`src/rtl/encoder.sv`:
```
// Registered highest-index-priority encoder: WIDTH request bits to OUT_W index.
// Ports: clk, rst (sync, active-high), in[WIDTH], out[OUT_W], valid, err (multi-hot,
// only when ENCODER_ONEHOT_CHECK_EN is defined). All outputs come straight from flops.
module encoder #(
  parameter int WIDTH = 4,
  parameter int OUT_W = $clog2(WIDTH)
) (
  input  logic             clk,
  input  logic             rst,
  input  logic [WIDTH-1:0] in,
  output logic [OUT_W-1:0] out,
  output logic             valid
`ifdef ENCODER_ONEHOT_CHECK_EN
  ,
  output logic             err
`endif
);

  logic [OUT_W-1:0] w_idx;
  logic             w_any;
  logic [OUT_W-1:0] r_out;
  logic             r_valid;

  // Ascending scan: a later (higher) set bit overrides, giving MSB priority.
  always_comb begin
    w_idx = '0;
    for (int i = 0; i < WIDTH; i++) begin
      if (in[i]) w_idx = OUT_W'(i);
    end
  end

  assign w_any = |in;

  always_ff @(posedge clk) begin
    if (rst) begin
      r_out   <= '0;
      r_valid <= 1'b0;
    end else begin
      r_out   <= w_idx;
      r_valid <= w_any;
    end
  end

  assign out   = r_out;
  assign valid = r_valid;

`ifdef ENCODER_ONEHOT_CHECK_EN
  logic w_multi;
  logic r_err;

  // Clearing the lowest set bit leaves something only if 2+ bits were set.
  assign w_multi = |(in & (in - WIDTH'(1)));

  always_ff @(posedge clk) begin
    if (rst) r_err <= 1'b0;
    else     r_err <= w_multi;
  end

  assign err = r_err;
`endif

endmodule

```
`config.mk`:
```
export PLATFORM = sky130hd
export DESIGN_NAME = encoder
export DESIGN_NICKNAME = d
export VERILOG_FILES = /design/src/rtl/encoder.sv
export SDC_FILE = /design/constraint.sdc
export NUM_CORES = 1
export LEC_CHECK = 0
export ABC_AREA = 1
export ABC_CLOCK_PERIOD_IN_PS = 1050
export CORE_AREA = 10 10 47 49
export DETAILED_ROUTE_END_ITERATION = 16
export DIE_AREA = 0 0 57 59
export DONT_BUFFER_PORTS = 1
export HOLD_SLACK_MARGIN = 0.05
export PLACE_DENSITY = 0.3
export SYNTH_ARGS = -nofsm -noshare
export SYNTH_HDL_FRONTEND = slang
export SYNTH_SLANG_ARGS = --single-unit
```
`constraint.sdc`:
```
create_clock -name clk -period 1.05 [get_ports clk]
set_input_delay 0.2625 -clock clk [delete_from_list [all_inputs] [get_ports clk]]
set_output_delay 0.2625 -clock clk [all_outputs]
set_load 0.05 [all_outputs]
```
=== Word level (Yosys, flattened, before mapping) ===
Index checks and enable logic that the tools add are counted.

* Input port bits: 6
* Output and inout port bits: 3
* Word-level logic and storage cells: 6
* Bits in registers: 3

* Reduce and logical (&&, ||, !) cells: 1
* Muxes and demuxes: 3

{| class="wikitable"
|+ Operator list
! kind !! count
|-
| 2-bit two-way mux || 2
|-
| 4-bit OR reduction || 1
|-
| 1-bit two-way mux || 1
|}

=== Longest topological paths before layout ===
* Word-level depth: 3
* Gate-level depth with buffers: 3
* Mapped depth without buffers: 3

=== Least setup slack after synthesis ===
OpenSTA, ideal clock, no wires.

* Path kind: reg2out
* Start: register r_out[0] (netlist: out[0])
* End: output port out[0]
* Stages on the path, launching flop included: 1
* Data arrival time: 0.587 ns
* Data required time: 0.787 ns
* Slack: 0.200 ns
* Buffers on the path: 0
* Path through: dfxtp_1

{| class="wikitable"
|+ RTL lines
! item !! RTL line !! text
|-
| from (decl) || 21 || <nowiki>logic [OUT_W-1:0] r_out;</nowiki>
|-
| from (signal assigned) || 39 || <nowiki>r_out <= w_idx;</nowiki>
|-
| to (decl) || 11 || <nowiki>output logic [OUT_W-1:0] out,</nowiki>
|}

No word-level cell between the ends.

=== Worst setup path after layout ===
* Start: register r_out[0] (netlist: out[0])
* End: output port out[0]

No word-level cell between the ends.

==> out/metrics.cfg <==
[cts]
postCtsSetupRepairBufs=0
post_cts_resized=0
cts_root_buf=clkbuf_4
cts_buffers=3
holdBufCountCts=0
cts_sinks=3
h-tree-depth=1
cts_tree=done
cts.clk_slew.worst_paths_ps=40
cts_buffer_depth=2

[pwr]
powerDensity_nw_per_um2=2120
p_leak_nw=0.0878
power.total_uw=381
ir_drop_mv=0.390

[critical_path]
endpoint_kind=primary output
crit_fanout=1
slowest_delay_ps=310
worstPathArrival_ps=730
path_class=register to primary output
cpMaxStageDelayCell=dfxtp_1
crit_family=flip-flops
path_buf_inv=1
cp_cell_sequence=buf_4
worst_ep_required_time_ps=790
startpoint_type=register

[drt]
vias=94
drt_iter0_markers=1
top_layer_used=met3
avgViaCountPerCell=2.69
wl_met3_um=69
wl_met2_um=71
drt-met1-wl_um=190
drtAntennaViolNets=0
wire_per_inst_um=9.46
drc_errors=0
wl_um=331
dr.pass1.iters=2

[finish]
drive_above_1_share=0.579
finalNonFillerCells=35
final_area_um2=180
antenna-diode-count=0
layout_common_cells=inv_1, clkbuf_4, dfxtp_1, buf_4, o21ai_2
utilization=0.129
area_growth_pct=61.8
n_fill_cell=178
nets=26

[sta]
fin_crit_ps=992
setup_viol=0
max_slew_margin=0.900
hold_viol_final=0
tightest_slew_ps=151
setup-tns-final_ps=0
rsz0062_at_grt=no
report.final.slew_viol_count=0
finalCritPeriodShare=0.945
fmax_mhz=1010
holdWs_ps=93.5
worst_slack_ps=58.0

[floorplan]
rows=14
die_h_um=59
die_width_um=57
initial_core_util=0.0795
design.core.area_um2=1400
die-area_um2=3360
io_pins=9

[synthesis]
synth_area_per_cell_um2=9.28
ys_warn_count=0
netlist_instances=12
netlist_area_um2=111
synth_cell_types=7
syn_nets=18
ys_seq_area_frac=0.539
synth-seq-cells=3

[global_routing]
grt_pass1_wl_um=503
grt_max_degree=3
grt_pass1_vias=118
antenna_found_initial=0
overflow=0
grt_use_total=0.0224

[placement]
preCtsSetupSlack_ps=293
gp_congestion=0.541
port_buffers=0
place_inst=31
hpwlAfterDp_um=292
post_dp_cell_area_um2=154

[run_status]
status=complete, no violations

[job]
drv_cap=0

[hold_path]
hold_class=input pin to register

## path summary, 6_finish.rpt
kind / endpoint / start / cells after the start
max: out[0] / out[0] / 1
min: out[0] / rst / 1
## routing by layer
metal  vias to the layer above  global-route usage
met5                         -                   0
met4                         0              0.0201
met3                         0              0.0279
met2                         9              0.0155
met1                        36              0.0272
li1                         49                   -
## layout make-up
cell class / instances / area [µm²] / share of cell area
repair buffers: 3 / 22.5 / 0.125
clock buffers: 4 / 26.3 / 0.146
well taps: 16 / 20.0 / 0.111
inverters: 4 / 15.0 / 0.0833
multi-input cells: 5 / 36.3 / 0.201
flip-flops and latches: 3 / 60.1 / 0.333
## cells by family (layout without fill, tap and decap cells)
family | Yosys count | after routing | share of synthesized area
AO/OA/AOI/OAI | 3 | 3 | 0.236
flip-flops | 3 | 3 | 0.539
buffers and inverters | 4 | 11 | 0.135
AND/OR/NAND/NOR | 2 | 2 | 0.0899
## state kept, by name, indices dropped and copies added, names as in the netlist
signal,flops
out,2
valid,1
## power by group
group,switching (mW),internal [mW],leakage (nW)
clock network,0.0556,0.142,0.0150
logic,0.0408,0.0174,0.0476
registers,0.00229,0.123,0.0252
## synth_stat cells
cell type / instances / share of area
a21oi_2: 1 / 0.079
dfxtp_1: 3 / 0.54
inv_1: 3 / 0.10
inv_2: 1 / 0.034
nand2_1: 1 / 0.034
nand2_2: 1 / 0.056
o21ai_2: 2 / 0.16
(Power assumes the default switching activity.)
